File: src/rtl/sr_drive_ctrl_pkg.sv
// sr_ctrl_pkg: shared types for the SR drive controller.
//   state_e     - controller phases (IDLE, DRIVE, SETTLE, GAP)
//   cmd_e       - resolved request encoding (none / set / clear / toggle)
//   resolve_cmd - same-cycle request priority: set/clr beat tog, and
//                 prio_set chooses the winner of a set/clr collision.
package sr_ctrl_pkg;

    typedef enum logic [1:0] {IDLE, DRIVE, SETTLE, GAP} state_e;

    typedef enum logic [1:0] {CMD_NONE, CMD_SET, CMD_CLR, CMD_TOG} cmd_e;

    function automatic cmd_e resolve_cmd(input logic set, input logic clr,
                                         input logic tog, input logic prio_set);
        cmd_e c;
        c = CMD_NONE;
        if (set && clr)  c = prio_set ? CMD_SET : CMD_CLR;
        else if (set)    c = CMD_SET;
        else if (clr)    c = CMD_CLR;
        else if (tog)    c = CMD_TOG;
        return c;
    endfunction

endpackage

File: src/rtl/sr_drive_ctrl_if.sv
// sr_drive_if: command/status bundle between the controlling logic and
// sr_drive_ctrl.
//   master (controller side): drives set_req/clr_req/tog_req/err_clr,
//                             observes busy/target/done/err_*/state_dbg.
//   slave  (sr_drive_ctrl)  : the mirror image.
// Handshake: set_req/clr_req/tog_req are single-cycle strobes with no ready
// back-pressure; a strobe seen while busy is held in a one-deep last-wins
// pending slot, so the controller never has to retry. done, err_conflict
// are one-cycle pulses; err_timeout is sticky until err_clr.
interface sr_drive_if;
    import sr_ctrl_pkg::*;

    logic   set_req;
    logic   clr_req;
    logic   tog_req;
    logic   err_clr;
    logic   busy;
    logic   target;
    logic   done;
    logic   err_conflict;
    logic   err_timeout;
    state_e state_dbg;

    modport master (
        output set_req, clr_req, tog_req, err_clr,
        input  busy, target, done, err_conflict, err_timeout, state_dbg
    );

    modport slave (
        input  set_req, clr_req, tog_req, err_clr,
        output busy, target, done, err_conflict, err_timeout, state_dbg
    );
endinterface

File: src/rtl/sr_drive_ctrl_req_arb.sv
// sr_req_arb: request resolution plus the one-entry pending slot.
//   set_req/clr_req/tog_req : raw request strobes
//   take_req   : top launches req_cmd directly this cycle (do not latch it)
//   consume    : top launches the pending entry this cycle
//   req_cmd    : this cycle's resolved request (combinational)
//   pend_valid/pend_cmd : pending entry (registered)
//   err_conflict : registered pulse, set and clear collided last cycle
module sr_req_arb
    import sr_ctrl_pkg::*;
#(
    parameter int PRIO_SET = 1
) (
    input  logic clk,
    input  logic rst_n,
    input  logic set_req,
    input  logic clr_req,
    input  logic tog_req,
    input  logic take_req,
    input  logic consume,
    output cmd_e req_cmd,
    output logic pend_valid,
    output cmd_e pend_cmd,
    output logic err_conflict
);
    cmd_e pend_q, pend_d;
    logic conf_q, conf_d;

    assign req_cmd = resolve_cmd(set_req, clr_req, tog_req, PRIO_SET != 0);

    // A new request always overwrites the slot, even on the cycle the old
    // entry is consumed, so the newest command is the one that survives.
    always_comb begin
        pend_d = pend_q;
        conf_d = set_req & clr_req;
        if (req_cmd != CMD_NONE && !take_req) pend_d = req_cmd;
        else if (consume)                     pend_d = CMD_NONE;
    end

    always_ff @(posedge clk) begin
        if (!rst_n) begin
            pend_q <= CMD_NONE;
            conf_q <= 1'b0;
        end else begin
            pend_q <= pend_d;
            conf_q <= conf_d;
        end
    end

    assign pend_valid   = (pend_q != CMD_NONE);
    assign pend_cmd     = pend_q;
    assign err_conflict = conf_q;
endmodule

File: src/rtl/sr_drive_ctrl.sv
// sr_drive_ctrl: turns set/clear/toggle strobes into PULSE_W-wide s/r
// pulses for an SR flip-flop, confirms the result on q_fb, then enforces
// GAP_W idle cycles before the next command.
//   clk, rst_n : clock, synchronous active-low reset
//   bus        : sr_drive_if.slave (requests in, status out)
//   q_fb       : flip-flop output fed back for confirmation
//   s, r       : registered drives, never high together
module sr_drive_ctrl
    import sr_ctrl_pkg::*;
#(
    parameter int PULSE_W    = 2,
    parameter int SETTLE_MAX = 8,
    parameter int GAP_W      = 2,
    parameter int PRIO_SET   = 1
) (
    input  logic       clk,
    input  logic       rst_n,
    sr_drive_if.slave  bus,
    input  logic       q_fb,
    output logic       s,
    output logic       r
);
    localparam int MAX_PS = (PULSE_W > SETTLE_MAX) ? PULSE_W : SETTLE_MAX;
    localparam int MAXC   = (MAX_PS > GAP_W) ? MAX_PS : GAP_W;
    localparam int CW     = $clog2(MAXC + 1);
    localparam logic [CW-1:0] PW_LAST  = CW'(PULSE_W - 1);
    localparam logic [CW-1:0] SM_LAST  = CW'(SETTLE_MAX - 1);
    localparam logic [CW-1:0] GAP_LAST = CW'((GAP_W > 0) ? GAP_W - 1 : 0);
    localparam logic [CW-1:0] CNT_SAT  = CW'(MAXC);

    state_e          state_q, state_d;
    logic [CW-1:0]   cnt_q, cnt_d;
    logic            s_q, s_d, r_q, r_d;
    logic            target_q, target_d;
    logic            done_q, done_d;
    logic            to_q, to_d;
    logic            busy_q, busy_d;

    logic            take_req, consume, launch;
    cmd_e            launch_cmd, req_cmd, pend_cmd;
    logic            pend_valid, err_conflict;

    sr_req_arb #(.PRIO_SET(PRIO_SET)) u_arb (
        .clk          (clk),
        .rst_n        (rst_n),
        .set_req      (bus.set_req),
        .clr_req      (bus.clr_req),
        .tog_req      (bus.tog_req),
        .take_req     (take_req),
        .consume      (consume),
        .req_cmd      (req_cmd),
        .pend_valid   (pend_valid),
        .pend_cmd     (pend_cmd),
        .err_conflict (err_conflict)
    );

    always_comb begin
        state_d    = state_q;
        cnt_d      = (cnt_q == CNT_SAT) ? cnt_q : cnt_q + CW'(1);
        s_d        = 1'b0;
        r_d        = 1'b0;
        target_d   = target_q;
        done_d     = 1'b0;
        to_d       = bus.err_clr ? 1'b0 : to_q;
        take_req   = 1'b0;
        consume    = 1'b0;
        launch     = 1'b0;
        launch_cmd = CMD_NONE;

        unique case (state_q)
            IDLE: begin
                // A left-over pending entry is older than anything arriving now.
                if (pend_valid) begin
                    launch     = 1'b1;
                    consume    = 1'b1;
                    launch_cmd = pend_cmd;
                end else if (req_cmd != CMD_NONE) begin
                    launch     = 1'b1;
                    take_req   = 1'b1;
                    launch_cmd = req_cmd;
                end
            end
            DRIVE: begin
                if (cnt_q == PW_LAST) begin
                    state_d = SETTLE;
                    cnt_d   = '0;
                end else begin
                    s_d = s_q;
                    r_d = r_q;
                end
            end
            SETTLE: begin
                if (q_fb == target_q) begin
                    done_d  = 1'b1;
                    state_d = (GAP_W == 0) ? IDLE : GAP;
                    cnt_d   = '0;
                end else if (cnt_q == SM_LAST) begin
                    to_d    = 1'b1;
                    state_d = (GAP_W == 0) ? IDLE : GAP;
                    cnt_d   = '0;
                end
            end
            GAP: begin
                if (cnt_q == GAP_LAST) begin
                    if (pend_valid) begin
                        launch     = 1'b1;
                        consume    = 1'b1;
                        launch_cmd = pend_cmd;
                    end else begin
                        state_d = IDLE;
                        cnt_d   = '0;
                    end
                end
            end
            default: state_d = IDLE;
        endcase

        // Toggle target is taken from q_fb at launch, not when it was queued.
        if (launch) begin
            state_d  = DRIVE;
            cnt_d    = '0;
            target_d = (launch_cmd == CMD_TOG) ? ~q_fb : (launch_cmd == CMD_SET);
            s_d      = target_d;
            r_d      = ~target_d;
        end

        busy_d = (state_d != IDLE);
    end

    always_ff @(posedge clk) begin
        if (!rst_n) begin
            state_q  <= IDLE;
            cnt_q    <= '0;
            s_q      <= 1'b0;
            r_q      <= 1'b0;
            target_q <= 1'b0;
            done_q   <= 1'b0;
            to_q     <= 1'b0;
            busy_q   <= 1'b0;
        end else begin
            state_q  <= state_d;
            cnt_q    <= cnt_d;
            s_q      <= s_d;
            r_q      <= r_d;
            target_q <= target_d;
            done_q   <= done_d;
            to_q     <= to_d;
            busy_q   <= busy_d;
        end
    end

    assign s                = s_q;
    assign r                = r_q;
    assign bus.busy         = busy_q;
    assign bus.target       = target_q;
    assign bus.done         = done_q;
    assign bus.err_conflict = err_conflict;
    assign bus.err_timeout  = to_q;
    assign bus.state_dbg    = state_q;
endmodule

File: src/flat_wrapper.sv
// flat-port wrapper written by rule: the top's interface ports become plain ports
module sr_drive_ctrl_flat import sr_ctrl_pkg::*;
#(
    parameter int PULSE_W    = 2,
    parameter int SETTLE_MAX = 8,
    parameter int GAP_W      = 2,
    parameter int PRIO_SET   = 1
)
  (clk, rst_n, q_fb, s, r, bus_set_req, bus_clr_req, bus_tog_req, bus_err_clr, bus_busy, bus_target, bus_done, bus_err_conflict, bus_err_timeout, bus_state_dbg);
  sr_drive_if bus_i ();
  input  logic clk;
  input  logic rst_n;
  input  logic q_fb;
  output logic s;
  output logic r;
  input wire logic [$bits(bus_i.set_req)-1:0] bus_set_req;
  input wire logic [$bits(bus_i.clr_req)-1:0] bus_clr_req;
  input wire logic [$bits(bus_i.tog_req)-1:0] bus_tog_req;
  input wire logic [$bits(bus_i.err_clr)-1:0] bus_err_clr;
  output wire logic [$bits(bus_i.busy)-1:0] bus_busy;
  output wire logic [$bits(bus_i.target)-1:0] bus_target;
  output wire logic [$bits(bus_i.done)-1:0] bus_done;
  output wire logic [$bits(bus_i.err_conflict)-1:0] bus_err_conflict;
  output wire logic [$bits(bus_i.err_timeout)-1:0] bus_err_timeout;
  output wire logic [$bits(bus_i.state_dbg)-1:0] bus_state_dbg;
  assign bus_i.set_req = bus_set_req;
  assign bus_i.clr_req = bus_clr_req;
  assign bus_i.tog_req = bus_tog_req;
  assign bus_i.err_clr = bus_err_clr;
  assign bus_busy = bus_i.busy;
  assign bus_target = bus_i.target;
  assign bus_done = bus_i.done;
  assign bus_err_conflict = bus_i.err_conflict;
  assign bus_err_timeout = bus_i.err_timeout;
  assign bus_state_dbg = bus_i.state_dbg;
  sr_drive_ctrl #(.PULSE_W(PULSE_W), .SETTLE_MAX(SETTLE_MAX), .GAP_W(GAP_W), .PRIO_SET(PRIO_SET)) u_core (.clk(clk), .rst_n(rst_n), .bus(bus_i), .q_fb(q_fb), .s(s), .r(r));
endmodule
File: config.mk
export PLATFORM = sky130hd
export DESIGN_NAME = sr_drive_ctrl_flat
export DESIGN_NICKNAME = d
export VERILOG_FILES = /design/src/rtl/sr_drive_ctrl_pkg.sv /design/src/rtl/sr_drive_ctrl_if.sv /design/src/rtl/sr_drive_ctrl_req_arb.sv /design/src/rtl/sr_drive_ctrl.sv /design/src/flat_wrapper.sv
export SDC_FILE = /design/constraint.sdc
export NUM_CORES = 1
export LEC_CHECK = 0
export ABC_AREA = 1
export CORE_ASPECT_RATIO = 0.8
export CORE_MARGIN = 3
export CORE_UTILIZATION = 40
export CTS_CLUSTER_SIZE = 25
export DETAILED_ROUTE_END_ITERATION = 8
export GPL_ROUTABILITY_DRIVEN = 0
export MAX_ROUTING_LAYER = met4
export PLACE_DENSITY_LB_ADDON = 0.15
export SLEW_MARGIN = 0
export SYNTH_ARGS = -nofsm -noshare
export SYNTH_HDL_FRONTEND = slang
export SYNTH_HIERARCHICAL = 1
export SYNTH_SLANG_ARGS = --single-unit
File: constraint.sdc
create_clock -name clk -period 1.4 [get_ports clk]
set_input_delay 0.21 -clock clk [delete_from_list [all_inputs] [get_ports clk]]
set_output_delay 0.21 -clock clk [all_outputs]
set_load 0.01 [all_outputs]
Yosys cells after proc, flatten, opt, wreduce, memory -nomap -nowiden
Cells that the tools add are included.
{ "classes": {"add_sub_neg": 1, "eq_ne": 10, "n_mux": 43, "bitwise_logic": 4, "reduce_logical": 10} }
{ "op_table": {"columns": ["operator", "n"], "rows": [
  ["2-to-1 mux 2 bit", 16],
  ["2-to-1 mux 4 bit", 6],
  ["2-to-1 mux 1 bit", 16],
  ["one-hot mux 4 bit (3 select lines)", 1],
  ["nonzero test 2 bit", 4],
  ["== test 2 bit, second input constant", 3],
  ["one-hot mux 2 bit (3 select lines)", 1],
  ["adder 4 x 1 -> 4 bit, second input constant", 1],
  ["== test 2 x 1 -> 1 bit, second input constant", 2],
  ["== test 4 x 1 -> 1 bit, second input constant", 1],
  ["== test 4 x 3 -> 1 bit, second input constant", 1],
  ["== test 4 bit, second input constant", 1],
  ["one-hot mux 1 bit (2 select lines)", 2],
  ["one-hot mux 2 bit (2 select lines)", 1],
  ["!= test 3 x 1 -> 1 bit, second input constant", 1],
  ["inverter 1 bit", 3],
  ["logical AND 1 bit", 2],
  ["zero test 2 bit", 1],
  ["AND reduction 2 bit", 1],
  ["OR reduction 2 bit", 1],
  ["AND 1 bit", 1],
  ["== test 1 bit", 1],
  ["zero test 1 bit", 1]
]} }
{ "word_totals": {"register_bits": 15, "wordCells": 78} }

Depth between registers and ports, before layout
{ "logic_depth": {"word_depth": 12, "depth_mapped": 12, "depth_no_buf": 12} }

Modules after synthesis
Netlist, hierarchy kept.
{ "modules_own_cells": {"columns": ["module", "n_inst", "cells_each", "area_per_inst_um2", "seq_area_each_um2"], "rows": [
  ["sr_drive_ctrl", 1, 115, 758.2, 240.2],
  ["sr_req_arb", 1, 22, 141.4, 60.1]
]} }

Least setup slack after synthesis
Ideal clock, no wire load.
{ "synth_path": {"kind": "register -> register", "startpoint": "register u_core.state_q[0] (netlist: u_core/bus.state_dbg[0])", "endpoint": "register u_core.u_arb.pend_q[1] (netlist: u_core/u_arb/pend_cmd[1])", "t_arrival_ns": 1.298, "slack_ns": 0.033, "stages_incl_launch_ff": 9, "path_cell_list": "dfxtp_1 -> inv_1 -> ha_1 -> inv_1 -> nor3_1 -> clkinv_2 -> nand2_1 -> nand3_1 -> a21oi_1"} }
{ "synth_between": {"elab_chain_cells": 5, "word_cells_on_any_way": 8, "cone_classes": "eq/ne (1); mux (3); reduce/logical (4)"} }
{ "synth_rtl": {"columns": ["item", "line", "text"], "rows": [
  ["start: declaration", "sr_drive_ctrl.sv:31", "state_e state_q, state_d;"],
  ["start signal: assignment", "sr_drive_ctrl.sv:141", "state_q <= state_d;"],
  ["zero test 2 bit *", "sr_drive_ctrl.sv:70", "unique case (state_q)"],
  ["2-to-1 mux 1 bit *", "sr_drive_ctrl.sv:70", null],
  ["net u_core.take_req", "sr_drive_ctrl.sv:39", "logic take_req, consume, launch;"],
  ["zero test 1 bit *", "sr_drive_ctrl_req_arb.sv:35", "if (req_cmd != CMD_NONE && !take_req) pend_d = req_cmd;"],
  ["logical AND 1 bit *", "sr_drive_ctrl_req_arb.sv:35", null],
  ["2-to-1 mux 2 bit or nonzero test 2 bit (tied branches)", null, null],
  ["end signal: assignment", "sr_drive_ctrl_req_arb.sv:44", "pend_q <= pend_d;"],
  ["end: declaration", "sr_drive_ctrl_req_arb.sv:25", "cmd_e pend_q, pend_d;"]
]} }
Mark *: on every way through the listed nets, which the timed path passes. The rest lies on a longest branch.
A chain may end at the register's enable or synchronous reset.

Final worst setup path
{ "layout_path": {"startpoint": "register u_core.state_q[0] (netlist: u_core/bus.state_dbg[0])", "endpoint": "register u_core.s_q (netlist: u_core/s)"} }
{ "layout_between": {"elab_chain_cells": 5, "word_cells_on_any_way": 11, "cone_classes": "eq/ne (5); mux (5); reduce/logical (1)"} }
{ "layout_rtl": {"columns": ["item", "line", "text"], "rows": [
  ["== test 2 bit or zero test 2 bit (tied branches)", "sr_drive_ctrl.sv:70", null],
  ["one-hot mux 2 bit (2 select lines)", "sr_drive_ctrl.sv:70", null],
  ["== test 2 x 1 -> 1 bit or == test 2 bit (tied branches)", "sr_drive_ctrl.sv:122", "target_d = (launch_cmd == CMD_TOG) ? ~q_fb : (launch_cmd == CMD_SET);"],
  ["2-to-1 mux 1 bit", "sr_drive_ctrl.sv:122", null],
  ["2-to-1 mux 1 bit", "sr_drive_ctrl.sv:119", "if (launch) begin"],
  ["end signal: assignment", "sr_drive_ctrl.sv:134", "s_q <= 1'b0;"],
  ["end signal: assignment", "sr_drive_ctrl.sv:143", "s_q <= s_d;"],
  ["end: declaration", "sr_drive_ctrl.sv:33", "logic s_q, s_d, r_q, r_d;"]
]} }
Several ways; a longest one is shown, not always the timed one.

==> report_table.html <==
<table>
<tr><th>Metric</th><th>Value</th></tr>
<tr><th colspan="2">Layout</th></tr>
<tr><td>Share of layout cells above drive strength 1</td><td>0.369</td></tr>
<tr><td>Area growth syn-to-layout</td><td>50.5%</td></tr>
<tr><td>Most frequent standard cell in the layout excluding fill and tap cells</td><td>nand2_1</td></tr>
<tr><td>Most used cells in the layout excluding fill and tap cells</td><td>40 x nand2_1, 21 x buf_4, 16 x inv_1, 10 x nor2_1, 10 x dfxtp_1</td></tr>
<tr><td>Final-stage net count</td><td>191</td></tr>
<tr><td>Final std cell area, no fill</td><td>0.00135 mm^2</td></tr>
<tr><td>Final antenna diode count</td><td>0</td></tr>
<tr><th colspan="2">Critical path</th></tr>
<tr><td>Cell breakdown of the critical path</td><td>ha_2 -&gt; nand2_2 -&gt; inv_2 -&gt; nand3_2 -&gt; nand2_1 -&gt; nand2_2 -&gt; nand2_2 -&gt; inv_2 -&gt; nand3b_1 -&gt; nand2_1</td></tr>
<tr><td>R2r endpoint</td><td>u_core/s$_SDFFE_PN0P_</td></tr>
<tr><td>Reg2reg start</td><td>u_core/bus.state_dbg[0]$_SDFF_PN0_</td></tr>
<tr><td>CP arrival</td><td>1.55 ns</td></tr>
<tr><td>Largest stage delay on the critical path</td><td>0.38 ns</td></tr>
<tr><td>Slowest CP cell</td><td>dfxtp_4</td></tr>
<tr><td>Worst path top cell family by delay</td><td>simple AND/OR/NAND/NOR gates</td></tr>
<tr><td>Required time of the critical path</td><td>1.58 ns</td></tr>
<tr><td>CP Launch Type</td><td>register</td></tr>
<tr><td>Reg2reg path depth</td><td>10</td></tr>
<tr><td>Slack of the worst reg-to-reg path</td><td>0.04 ns</td></tr>
<tr><td>Worst setup EP type</td><td>register</td></tr>
<tr><td>Number of cells on the critical path</td><td>10</td></tr>
<tr><td>Maximum net fanout on the critical path</td><td>4</td></tr>
<tr><td>Most Frequent Cell on Critical Path</td><td>nand2_2</td></tr>
<tr><td>Type of the worst setup path</td><td>register to register</td></tr>
<tr><td>Buffering stage count on the worst path with inverters included</td><td>2</td></tr>
<tr><th colspan="2">Placement</th></tr>
<tr><td>Placed standard-cell area</td><td>0.00118 mm^2</td></tr>
<tr><td>Port bufs</td><td>15</td></tr>
<tr><td>Detailed Place HPWL</td><td>1.69 mm</td></tr>
<tr><th colspan="2">Synth</th></tr>
<tr><td>Share of the yosys chip area belonging to registers</td><td>0.334</td></tr>
<tr><td>Top cell type's share of synthesized area</td><td>0.334</td></tr>
<tr><td>Post-Synthesis Net Count</td><td>151</td></tr>
<tr><td>Number of synthesized register bits</td><td>15</td></tr>
<tr><td>Synth top area cells</td><td>dfxtp_1 33%, nand2_1 18%, ha_1 9.7%, inv_1 8.8%, nor2_1 6.3%</td></tr>
<tr><td>Total number of yosys warnings</td><td>6</td></tr>
<tr><td>Summed instance area of the synthesized netlist</td><td>900 um^2</td></tr>
<tr><td>Number of distinct library cells after synthesis</td><td>20</td></tr>
<tr><td>Average size of a mapped cell</td><td>6.57 um^2</td></tr>
<tr><td>Synthesized netlist cell count</td><td>137</td></tr>
<tr><td>Top cell type by total area after synthesis</td><td>dfxtp_1</td></tr>
<tr><th colspan="2">Die</th></tr>
<tr><td>Core box area</td><td>0.00200 mm^2</td></tr>
<tr><td>Vertical die dimension</td><td>48.4 um</td></tr>
<tr><td>DIE AREA</td><td>0.00286 mm^2</td></tr>
<tr><td>Die width</td><td>59.0 um</td></tr>
<tr><td>Initial Util</td><td>0.451</td></tr>
<tr><td>Std cell rows</td><td>14</td></tr>
<tr><td>Boundary pin count</td><td>16</td></tr>
<tr><th colspan="2">Global routing</th></tr>
<tr><td>Antenna violations before repair</td><td>0</td></tr>
<tr><td>Global-route usage over all layers</td><td>0.175</td></tr>
<tr><td>Total gr overflow</td><td>0</td></tr>
<tr><td>Number of global-route vias before repair</td><td>873</td></tr>
<tr><td>Pin count of the biggest net entering global routing</td><td>9</td></tr>
<tr><td>First-pass GRT wire length</td><td>3.76 mm</td></tr>
<tr><th colspan="2">STA</th></tr>
<tr><td>Post-route clock period utilization</td><td>0.975</td></tr>
<tr><td>Fmax</td><td>0.733 GHz</td></tr>
<tr><td>Clock skew after layout</td><td>0.00553 ns</td></tr>
<tr><td>Final critical-path required period</td><td>1.36 ns</td></tr>
<tr><td>Rel. slew slack</td><td>0.843</td></tr>
<tr><td>Post-Route Setup TNS</td><td>0 ns</td></tr>
<tr><td>Number of setup violations in the final report</td><td>0</td></tr>
<tr><td>Worst slew pin tran</td><td>0.235 ns</td></tr>
<tr><td>Final hold vios</td><td>0</td></tr>
<tr><td>Unrepaired setup endpoints after global routing</td><td>yes</td></tr>
<tr><td>Number of pins with negative max-slew slack in the final report</td><td>0</td></tr>
<tr><th colspan="2">Clock network</th></tr>
<tr><td>Largest buffer count on any clock path</td><td>2</td></tr>
<tr><td>CTS tree</td><td>done</td></tr>
<tr><td>CTS clock-pin slew for the worst setup and hold paths</td><td>0.09 ns</td></tr>
<tr><td>Clock root buffer</td><td>clkbuf_4</td></tr>
<tr><td>Clock tree sinks</td><td>15</td></tr>
<tr><td>Number of CTS-inserted buffers</td><td>3</td></tr>
<tr><td>Clock network latency to the later pin of the worst-skew pair</td><td>0.29 ns</td></tr>
<tr><td>Hold-fix buffers at CTS</td><td>0</td></tr>
<tr><td>H-tree depth reported by CTS</td><td>1</td></tr>
<tr><th colspan="2">Power</th></tr>
<tr><td>Power density cells</td><td>1160 mW/mm^2</td></tr>
<tr><td>Max rail drop VDD</td><td>950 uV</td></tr>
<tr><td>Static Leakage</td><td>0.720 nW</td></tr>
<tr><th colspan="2">Detailed routing</th></tr>
<tr><td>Number of remaining DRC errors</td><td>0</td></tr>
<tr><td>Routed Antenna Nets</td><td>0</td></tr>
<tr><td>Via/cell ratio</td><td>4.94</td></tr>
<tr><td>Count of TritonRoute iterations in the first routing pass</td><td>4</td></tr>
<tr><td>Post-detailed-routing wire length</td><td>2.40 mm</td></tr>
<tr><td>Starting DRT DRC Count</td><td>28</td></tr>
<tr><td>Total via count after detailed routing</td><td>988</td></tr>
<tr><td>Routed len/inst</td><td>12.0 um</td></tr>
<tr><th colspan="2">Status</th></tr>
<tr><td>Result of the run</td><td>finished, final reports clean</td></tr>
<tr><th colspan="2">Flow run</th></tr>
<tr><td>Max-Cap Viols</td><td>0</td></tr>
<tr><th colspan="2">Min path</th></tr>
<tr><td>Capture endpoint of the worst hold path</td><td>u_core/u_arb/err_conflict$_SDFF_PN0_</td></tr>
<tr><td>Type of the worst min-delay path</td><td>input pin to register</td></tr>
<tr><td>Start point of the worst min-delay path</td><td>bus_clr_req</td></tr>
<tr><td>Cell count of the worst hold path</td><td>3</td></tr>
</table>
## layout make-up
class                   count  area, um^2
fillers                   177         643
multi-input cells          98         588
flip-flops and latches     15         309
repair buffers             35         307
inverters                  24        93.8
well taps                  24        30.0
clock buffers               4        26.3
## synthesized netlist by cell type
master and n:
o21ai_1 1, clkinv_2 1, nand3_1 8, ha_1 7, nand2_2 3, nand4_1 1, or2_1 1, nor3_1 2
a21oi_2 2, o21bai_1 1, nand3b_1 1, nand2_1 44, dfxtp_1 15, inv_2 2, o21ai_2 2, xor2_1 3
nor2_1 15, nor2_2 1, a21oi_1 6, inv_1 21
## metal layers
metal,routed length [um],vias to the layer above,track usage
li1,-,495,-
met1,1050,447,0.229
met2,1120,40,0.267
met3,195,6,0.0532
met4,36,0,0.0340
met5,0,-,-
## sequential cells by signal, summed over array words and instances (netlist names)
register / count
u_core/bus.busy: 1
u_core/bus.done: 1
u_core/bus.err_timeout: 1
u_core/bus.state_dbg: 2
u_core/bus.target: 1
u_core/cnt_q: 4
u_core/r: 1
u_core/s: 1
u_core/u_arb/err_conflict: 1
u_core/u_arb/pend_cmd: 2
## tightest hold or removal path, cell delays in order
cell and delay (ns):
dlymetal6s2s_1 0.16, nand2_1 0.08, nor2_1 0.03
## worst max-delay path by stage
stage | from | endpoint | slack, ns
3_5_place_dp | bus_clr_req | u_core/bus.busy$_SDFF_PN0_ | -0.27
6_report | u_core/bus.state_dbg[0]$_SDFF_PN0_ | u_core/s$_SDFFE_PN0P_ | 0.04
3_3_place_gp | bus_clr_req | u_core/bus.busy$_SDFF_PN0_ | -0.24
2_1_floorplan | u_core/bus.state_dbg[0]$_SDFF_PN0_ | u_core/u_arb/pend_cmd[1]$_SDFFE_PN0P_ | 0.03
4_1_cts | u_core/s$_SDFFE_PN0P_ | s | 0.0003
5_1_grt | u_core/bus.state_dbg[0]$_SDFF_PN0_ | u_core/s$_SDFFE_PN0P_ | -0.07
## power by group
| part | total [mW] | switching [mW] | internal [mW] |
|---|---|---|---|
| Sequential | 0.551 | 0.0547 | 0.497 |
| Combinational | 0.774 | 0.399 | 0.375 |
| Clock | 0.251 | 0.140 | 0.111 |
## repair_timing
action	CTS	global route
gates resized for setup	9	35
endpoints found under the setup margin	12	15
buffers inserted	0	6
pin swaps	0	7
## cells by family (layout without fill, tap and decap cells)
family | after synthesis | count (layout) | share of synthesized area
AOI/OAI and AO/OA | 12 | 12 | 0.0862
and+or+nand+nor | 76 | 76 | 0.352
adders and majority gates | 7 | 7 | 0.0974
DFF | 15 | 15 | 0.334
buffers and inverters | 24 | 63 | 0.102
xor gates and xnor gates | 3 | 3 | 0.0292
## per-stage QoR
step,instances,hold slack [ns],utilization,total power [mW],worst slack [ns]
after global routing,200,0.231,0.678,1.71,-0.0661
after floorplan,137,0.324,-,0.911,0.0327
final,200,0.228,0.678,1.58,0.0354
after detailed placement,190,0.478,0.593,1.18,-0.274
after CTS,194,0.490,0.610,1.45,0.000346
after global placement,190,0.455,0.593,1.17,-0.244
(Power assumes the default switching activity.)
